$ cat config.mk
export PLATFORM = sky130hd
export DESIGN_NAME = ahbl_slv_mem
export DESIGN_NICKNAME = d
export VERILOG_FILES = /design/src/rtl/ahbl_pkg.sv /design/src/rtl/ahbl_slv_bytelane.sv /design/src/rtl/ahbl_slv_mem.sv
export SDC_FILE = /design/constraint.sdc
export NUM_CORES = 1
export LEC_CHECK = 0
export CAP_MARGIN = 0
export CORE_UTILIZATION = 55
export DETAILED_ROUTE_END_ITERATION = 8
export PLACE_DENSITY = 0.73
export SLEW_MARGIN = 20
export SYNTH_ARGS = -nofsm -noshare
export SYNTH_HDL_FRONTEND = slang
export SYNTH_SLANG_ARGS = --single-unit
$ cat constraint.sdc
create_clock -name hclk -period 2.7 [get_ports hclk]
set_input_delay 0.27 -clock hclk [delete_from_list [all_inputs] [get_ports hclk]]
set_output_delay 0.27 -clock hclk [all_outputs]
set_load 0.05 [all_outputs]
$ cat src/rtl/ahbl_pkg.sv
// AHB-Lite encodings, slave FSM states and the registered data-phase record
// shared by the memory slave and its byte-lane decoder.
package ahbl_pkg;

  typedef enum logic [1:0] {
    HTRANS_IDLE   = 2'd0,
    HTRANS_BUSY   = 2'd1,
    HTRANS_NONSEQ = 2'd2,
    HTRANS_SEQ    = 2'd3
  } htrans_e;

  typedef enum logic [2:0] {
    HSIZE_BYTE = 3'd0,
    HSIZE_HALF = 3'd1,
    HSIZE_WORD = 3'd2
  } hsize_e;

  localparam logic HRESP_OKAY  = 1'b0;
  localparam logic HRESP_ERROR = 1'b1;

  typedef enum logic [2:0] {
    ST_IDLE = 3'd0,
    ST_WAIT = 3'd1,
    ST_DATA = 3'd2,
    ST_ERR1 = 3'd3,
    ST_ERR2 = 3'd4
  } state_e;

  typedef struct packed {
    logic [31:0] addr;
    logic [2:0]  size;
    logic        write;
    logic        err;
  } dphase_t;

  // Illegal sizes are flagged separately, so only byte/half/word alignment is checked here.
  function automatic logic misaligned(input logic [2:0] size, input logic [1:0] addr);
    case (size)
      HSIZE_HALF: return addr[0];
      HSIZE_WORD: return |addr;
      default:    return 1'b0;
    endcase
  endfunction

endpackage

$ cat src/rtl/ahbl_slv_bytelane.sv
// Byte-strobe decode from transfer size and low address bits, little-endian.
// Purely combinational; no flow control.
module ahbl_slv_bytelane
  import ahbl_pkg::*;
(
  input  logic [2:0] hsize,
  input  logic [1:0] addr,
  output logic [3:0] strb
);

  always_comb begin
    strb = 4'b0000;
    case (hsize)
      HSIZE_BYTE: strb = 4'b0001 << addr;
      HSIZE_HALF: strb = addr[1] ? 4'b1100 : 4'b0011;
      HSIZE_WORD: strb = 4'b1111;
      default:    strb = 4'b0000;
    endcase
  end

endmodule

$ cat src/rtl/ahbl_slv_mem.sv
// AHB-Lite word memory slave; AHBL_SLV_WAIT_EN adds WAIT_CYCLES wait states per OKAY transfer.
// One data-phase cycle plus optional waits; errors take two cycles; stalls via hreadyout.
module ahbl_slv_mem
  import ahbl_pkg::*;
#(
  parameter int MEM_DEPTH   = 16,
  parameter int WAIT_CYCLES = 2
) (
  input  logic        hclk,
  input  logic        hreset,
  input  logic        hsel,
  input  logic [31:0] haddr,
  input  logic [1:0]  htrans,
  input  logic [2:0]  hsize,
  input  logic [2:0]  hburst,
  input  logic [3:0]  hprot,
  input  logic        hwrite,
  input  logic [31:0] hwdata,
  input  logic        hready,
  output logic        hreadyout,
  output logic        hresp,
  output logic [31:0] hrdata
);

  localparam int          IDX_W     = (MEM_DEPTH > 1) ? $clog2(MEM_DEPTH) : 1;
  localparam logic [31:0] MEM_BYTES = 32'(MEM_DEPTH * 4);

  state_e      state;
  dphase_t     dph_q;
  dphase_t     aph_d;
  logic        accept;
  logic        aph_err;
  logic [3:0]  strb;
  logic [IDX_W-1:0] idx;
  logic [31:0] mem [MEM_DEPTH];
  logic        unused_ok;

`ifdef AHBL_SLV_WAIT_EN
  localparam logic [3:0] WAIT_LD = (WAIT_CYCLES > 0) ? 4'(WAIT_CYCLES - 1) : 4'd0;
  logic [3:0] wcnt;
`endif

  assign accept  = hsel & htrans[1] & hready;
  assign aph_err = (hsize > HSIZE_WORD) | misaligned(hsize, haddr[1:0]) | (haddr >= MEM_BYTES);
  assign aph_d   = '{addr: haddr, size: hsize, write: hwrite, err: aph_err};
  assign idx     = dph_q.addr[IDX_W+1:2];

  ahbl_slv_bytelane u_bytelane (
    .hsize (dph_q.size),
    .addr  (dph_q.addr[1:0]),
    .strb  (strb)
  );

  // Address phase is only sampled in states that drive hreadyout high.
  always_ff @(posedge hclk) begin
    if (hreset) begin
      state     <= ST_IDLE;
      hreadyout <= 1'b1;
      hresp     <= HRESP_OKAY;
      dph_q     <= '0;
`ifdef AHBL_SLV_WAIT_EN
      wcnt      <= 4'd0;
`endif
    end else begin
      case (state)
        ST_IDLE, ST_DATA, ST_ERR2: begin
          if (accept) begin
            dph_q <= aph_d;
            if (aph_err) begin
              state     <= ST_ERR1;
              hreadyout <= 1'b0;
              hresp     <= HRESP_ERROR;
            end
`ifdef AHBL_SLV_WAIT_EN
            else if (WAIT_CYCLES > 0) begin
              state     <= ST_WAIT;
              wcnt      <= WAIT_LD;
              hreadyout <= 1'b0;
              hresp     <= HRESP_OKAY;
            end
`endif
            else begin
              state     <= ST_DATA;
              hreadyout <= 1'b1;
              hresp     <= HRESP_OKAY;
            end
          end else begin
            state     <= ST_IDLE;
            hreadyout <= 1'b1;
            hresp     <= HRESP_OKAY;
          end
        end
`ifdef AHBL_SLV_WAIT_EN
        ST_WAIT: begin
          if (wcnt == 4'd0) begin
            state     <= ST_DATA;
            hreadyout <= 1'b1;
          end else begin
            wcnt <= wcnt - 4'd1;
          end
        end
`endif
        ST_ERR1: begin
          state     <= ST_ERR2;
          hreadyout <= 1'b1;
          hresp     <= HRESP_ERROR;
        end
        default: begin
          state     <= ST_IDLE;
          hreadyout <= 1'b1;
          hresp     <= HRESP_OKAY;
        end
      endcase
    end
  end

  // Commit lands on the DATA edge, so a pipelined read in the next cycle sees it.
  always_ff @(posedge hclk) begin
    if (hreset) begin
      for (int i = 0; i < MEM_DEPTH; i++) mem[i] <= '0;
    end else if (state == ST_DATA && dph_q.write && !dph_q.err) begin
      for (int b = 0; b < 4; b++) begin
        if (strb[b]) mem[idx][8*b +: 8] <= hwdata[8*b +: 8];
      end
    end
  end

  always_comb begin
    hrdata = '0;
    if (state == ST_DATA && !dph_q.write && !dph_q.err) hrdata = mem[idx];
  end

  assign unused_ok = ^{hburst, hprot, htrans[0], dph_q.addr[31:IDX_W+2], (WAIT_CYCLES != 0)};

endmodule

## Word level (Yosys, flattened, before mapping)

Memories as Yosys holds them, arrays and structs flattened. A register that Yosys moved wholly into a read port is not among the register bits.
Index checks and enable logic that the tools add are counted.

| storage, ports and cells | value |
|---|---|
| register bits | 16 |
| memory bits (writable) | 512 |
| input port bits | 81 |
| output and inout bits | 34 |
| memories | 1 |

| operators by class | value |
|---|---|
| magnitude comparators | 2 |
| equality and inequality tests | 7 |
| shift-type cells | 1 |
| mux-type cells | 34 |
| bitwise operators | 6 |
| reduce and logical (&&, ||, !) cells | 13 |

Memories:

| name | words | bits a word | read ports | clocked after memory_dff | write ports | line | RTL |
|---|---|---|---|---|---|---|---|
| mem | 16 | 32 | 1 | 1 | 16 | ahbl_slv_mem.sv:35 | `logic [31:0] mem [MEM_DEPTH];` |

Operators by type and width:

| kind | number |
|---|---|
| 32-bit 2-to-1 mux | 2 |
| 32-bit by 7-bit greater-or-equal comparator with 1-bit output (second input constant) | 1 |
| 32-bit OR reduction | 1 |
| 1-bit 2-to-1 mux | 22 |
| 4-bit 2-to-1 mux | 5 |
| 3-bit by 2-bit == test with 1-bit output (second input constant) | 4 |
| 4-bit one-hot mux with 3 select lines | 1 |
| 3-bit by 1-bit == test with 1-bit output (second input constant) | 2 |
| 3-bit logical NOT | 2 |
| 3-bit one-hot mux with 2 select lines | 1 |
| 3-bit OR reduction | 2 |
| 1-bit logical AND | 4 |
| 1-bit one-hot mux with 2 select lines | 2 |
| 1-bit by 2-bit left shift with 4-bit output (first input constant) | 1 |
| 3-bit == test (second input constant) | 1 |
| 3-bit by 2-bit greater-than comparator with 1-bit output (second input constant) | 1 |
| 3-bit 2-to-1 mux | 1 |
| 1-bit AND | 2 |
| 1-bit logical NOT | 2 |
| 1-bit NOT | 2 |
| 1-bit bitwise OR | 2 |
| 2-bit AND reduction | 1 |
| 2-bit OR reduction | 1 |

## Logic depth before layout (Yosys ltp)

| logic depth | value |
|---|---|
| depth after elaboration | 8 |
| gate-level depth with buffers | 8 |

## Hierarchy

Synthesis repeated with hierarchy kept, for this count alone.

| second synthesis, totals | value |
|---|---|
| cells, all modules | 1571 |
| area total of the unflattened synthesis | 24586.1 µm² |

By module, submodules not included:

| module | instances | cells each | area each (µm²) | seq. area each (µm²) |
|---|---|---|---|---|
| ahbl_slv_mem | 1 | 1559 | 24527.3 | 15775.1 |
| ahbl_slv_bytelane | 1 | 12 | 58.8 | 0.0 |

## Worst setup path after synthesis

OpenSTA, ideal clock, no wires.

| timing | value |
|---|---|
| path type | reg2out |
| start point | reg with a tool-made name |
| end point | out hrdata[10] |
| data arrival time | 2.010 ns |
| setup slack | 0.420 ns |
| stages on the path, launching flop included | 6 |
| path buffers | 1 |
| cells stage by stage | dfxtp_1 > clkbuf_1 > mux4_2 > mux2_2 > nand2_1 > nand2_1 |

RTL lines:

| what | line | RTL |
|---|---|---|
| end: declaration | ahbl_slv_mem.sv:22 | `output logic [31:0] hrdata` |

==> flow_summary.json <==
{
  "status": "complete, but fails checks",
  "failed_checks": "negative setup slack",
  "timing_worst_slew_pin_value_ps": 844,
  "finalCritPeriodShare_pct": 103,
  "hold_viol_final": 0,
  "wl_per_cell_um": 23.7,
  "postPlaceCellArea_sq_um": 26900,
  "maximum_ir_drop_on_the_vdd_rail_uv": 470,
  "max_freq_mhz": 360,
  "leftover_overflow_at_the_end_of_global_routing": 0,
  "gp_congestion": 0.801,
  "timing.final.max_slew_violations": 0,
  "post_synth_edffs": 512,
  "vias": 14000,
  "detail_routed_via_count_per_cell": 5.83,
  "cts-root-buf": "sky130_fd_sc_hd__clkbuf_16",
  "top_signal_layer_used": "met4",
  "cellLeakagePower_nw": 10.5,
  "startpoint_class_of_the_critical_path": "flop",
  "hpwl_mm": 36.1,
  "cts_made_buffers": 53,
  "drc_errors": 0,
  "power.density_nw_per_um2": 599,
  "initial_core_util_pct": 55.7,
  "num-nets-final": 1844,
  "n_antenna_cell": 0,
  "postSynthAreaPerCell_sq_um": 15.2,
  "netlist.area_leader.share_pct": 62.6,
  "ys_top_cells_by_area": "sky130_fd_sc_hd__edfxtp_1 (63%), sky130_fd_sc_hd__and2_1 (13%), sky130_fd_sc_hd__mux4_2 (12%), sky130_fd_sc_hd__dfxtp_1 (1.6%), sky130_fd_sc_hd__or2_2 (1.6%)",
  "detailedRoute.firstPassIterationCount": 5,
  "grt_antenna_before_repair": 0,
  "ctsLongestPathBuffers": 3,
  "reg2reg_setup_slack_ps": 100,
  "max_incr_delay_on_cp_ps": 530,
  "clock_latency_on_the_worst_skew_pair_ps": 600,
  "synthArstFlopShare_pct": 0,
  "met2RoutedLength_mm": 28.2,
  "ys.warnings.count": 0,
  "htree_num_levels": 2,
  "cts_num_sinks": 532,
  "grt_pass1_vias": 14300,
  "headroom_to_the_max_slew_limit_pct": 43.7,
  "final.min_clock_period_ps": 2780,
  "grtUsageTotal_pct": 25.9,
  "io_buffers": 106,
  "crit_required_ps": 2430,
  "final_area_sq_um": 29200,
  "critPathMaxFanout": 6,
  "critical_path.endpoint_type": "primary output",
  "drive_above_1_share_pct": 27.5,
  "met1_length_mm": 23.6,
  "fillerInstances": 3061,
  "synth_nets": 1702,
  "criticalPathCategory": "reg -> out",
  "timing.critical_path.max_delay_family": "multiplexers",
  "path_cells": "buf_12 > buf_12 > buf_16 > mux4_2 > mux2_4 > nand2_2 > nand2_2 > buf_12",
  "synthCells": 1621,
  "critical-path-slowest-cell": "sky130_fd_sc_hd__mux4_2",
  "synth_cell_type_count": 41,
  "area_delta_synth_final_pct": 18.7,
  "timing.critical_path.arrival_ps": 2510,
  "routed_wl_mm": 56.7,
  "worst-path-buf-inv": 4,
  "clock_tree_from_tritoncts": "done",
  "synthDominantAreaCellType": "sky130_fd_sc_hd__edfxtp_1",
  "setup_repair_after_global_routing_missed_its_margin": "yes",
  "hold_path.startpoint": "haddr[2]",
  "synth_area_sq_um": 24600,
  "global_route_wire_length_before_repair_mm": 85.7,
  "clock-skew-final_ps": 14.3,
  "clk_pin_slew_ps": 60,
  "dieHeight_um": 213,
  "i_o_pin_cnt": 115,
  "synth_seq_area_share_pct": 64.2,
  "postRouteAntennaNets": 0,
  "maximum_number_of_pins_on_one_net_before_global_route_repair": 79,
  "cap_violations": 0,
  "fp-row-count": 77,
  "floorplan.die.width_um": 213,
  "synth-main-ff-cell": "sky130_fd_sc_hd__edfxtp_1",
  "regToRegStartpoint": "dph_q[9]$_SDFFE_PP0P_",
  "crit_path_most_repeated_cell": "sky130_fd_sc_hd__buf_12",
  "initialDrtViolationCount": 1093,
  "fin_total_pwr_mw": 17.5,
  "setup_viols_final": 29,
  "yosys_register_bits": 532,
  "dr_wl_met3_mm": 3.33,
  "tns_ps": -851,
  "worstHoldPathType": "in -> reg",
  "timing.final.ws_setup_ps": -76.8,
  "area_of_the_core_sq_um": 44100,
  "floorplan.die_area_sq_um": 45500
}
placed cells by master (no fill, tap or decap), types with 3 or more instances in the layout:
cell type and count:
sky130_fd_sc_hd__mux2i_1 10, sky130_fd_sc_hd__buf_16 8, sky130_fd_sc_hd__nor4b_1 4, sky130_fd_sc_hd__nand2b_1 3
sky130_fd_sc_hd__a21oi_1 3, sky130_fd_sc_hd__nand2_4 10, sky130_fd_sc_hd__nand2_2 40, sky130_fd_sc_hd__mux2_4 17
sky130_fd_sc_hd__nand4_1 17, sky130_fd_sc_hd__nor3_2 20, sky130_fd_sc_hd__nor2_2 4, sky130_fd_sc_hd__nor2b_1 3
sky130_fd_sc_hd__clkbuf_8 3, sky130_fd_sc_hd__clkinv_2 4, sky130_fd_sc_hd__nor3_1 10, sky130_fd_sc_hd__buf_12 43
sky130_fd_sc_hd__dfxtp_4 3, sky130_fd_sc_hd__a22oi_1 28, sky130_fd_sc_hd__nor4bb_1 6, sky130_fd_sc_hd__and4b_1 4
sky130_fd_sc_hd__buf_4 58, sky130_fd_sc_hd__dfxtp_1 17, sky130_fd_sc_hd__nand2_1 14, sky130_fd_sc_hd__a21oi_2 3
sky130_fd_sc_hd__nor3_4 4, sky130_fd_sc_hd__clkbuf_16 53, sky130_fd_sc_hd__and2_1 513, sky130_fd_sc_hd__clkinv_1 11
sky130_fd_sc_hd__edfxtp_1 512, sky130_fd_sc_hd__clkbuf_1 16, sky130_fd_sc_hd__nor2_1 41, sky130_fd_sc_hd__a22oi_2 4
sky130_fd_sc_hd__mux2_2 15, sky130_fd_sc_hd__clkdlybuf4s50_1 73, sky130_fd_sc_hd__or2_2 63, sky130_fd_sc_hd__nor4_1 7
sky130_fd_sc_hd__mux4_2 128, sky130_fd_sc_hd__bufinv_16 4
metrics by stage:
stage	std cells	hold slack, ps	setup slack, ps	utilization [%]
6_report	2393	320	-76.8	66.1
5_1_grt	2393	367	-139	66.1
4_1_cts	2388	294	-96.7	65.8
3_5_place_dp	2282	528	117	61.0
3_3_place_gp	2282	527	145	61.0
2_1_floorplan	1621	361	420	-
state kept, by name, indices dropped and copies added, names as in the netlist, named ones only:
| register | count |
|---|---|
| hresp | 1 |
| dph_q | 11 |
| hreadyout | 1 |
| state | 3 |
| mem | 512 |
worst min-delay path: cells and delay by family:
kind,cells,cell delay [ps]
buf+inv,1,400
mux,1,130
simple gates,1,60
worst paths after layout:
path | endpoint | depth (start not counted)
worst max-delay path | hrdata[24] | 8
worst min-delay path | flop | 3
worst max register to register | mem[5][18]$_SDFFCE_PN0P_ | 4
worst min register to register | dph_q[0]$_SDFFE_PP0P_ | 2
layer usage:
layer  up-vias  global-route usage (%)
li1       6299                       -
met1      7125                    36.1
met2       447                    42.0
met3        91                    3.47
met4         0                    9.41
met5         -                       0
power breakdown:
part / switching [mW] / leakage, nW / internal [mW] / total (mW)
Clock: 3.00 / 0.783 / 4.05 / 7.05
Sequential: 0.0909 / 5.44 / 9.28 / 9.37
Combinational: 0.588 / 4.29 / 0.461 / 1.05
Total: 3.67 / 10.5 / 13.8 / 17.5
kinds of logic (layout without fill, tap and decap cells):
group                  Yosys count  after routing  share of synthesized area (%)
buffers and inverters          101            281                           1.70
DFF                            532            532                           64.2
and+or+nand+nor                771            771                           19.1
muxes                          170            170                           13.6
AOI/OAI and AO/OA               47             47                           1.38
cell usage after synthesis, drive strengths merged (7+ instances only):
| master | instances |
|---|---|
| and2 | 513 |
| edfxtp | 512 |
| mux4 | 128 |
| clkbuf | 70 |
| nand2 | 64 |
| or2 | 64 |
| nor2 | 45 |
| nor3 | 34 |
| a22oi | 32 |
| mux2 | 32 |
| buf | 30 |
| dfxtp | 20 |
| nand4 | 17 |
| mux2i | 10 |
| nor4 | 7 |
area by class of cell:
class                   count  area, sq um  share of cell area [%]
clock buffers              72         1430                    4.90
repair buffers            187         2300                    7.90
flip-flops and latches    532        15800                    54.1
multi-input cells         988         8700                    29.8
inverters                   1         3.75                  0.0129
well taps                 592          741                    2.54
clock inverters            21          196                   0.674
what timing repair did:
action | CTS | global route
gates cloned | 4 | 0
pin swaps | 5 | 1
endpoints found under the setup margin | 32 | 75
setup buffers | 9 | 5
hold buffers | 0 | 0
resized for setup | 84 | 23
No activity file was read; power rests on OpenSTA's default activity.
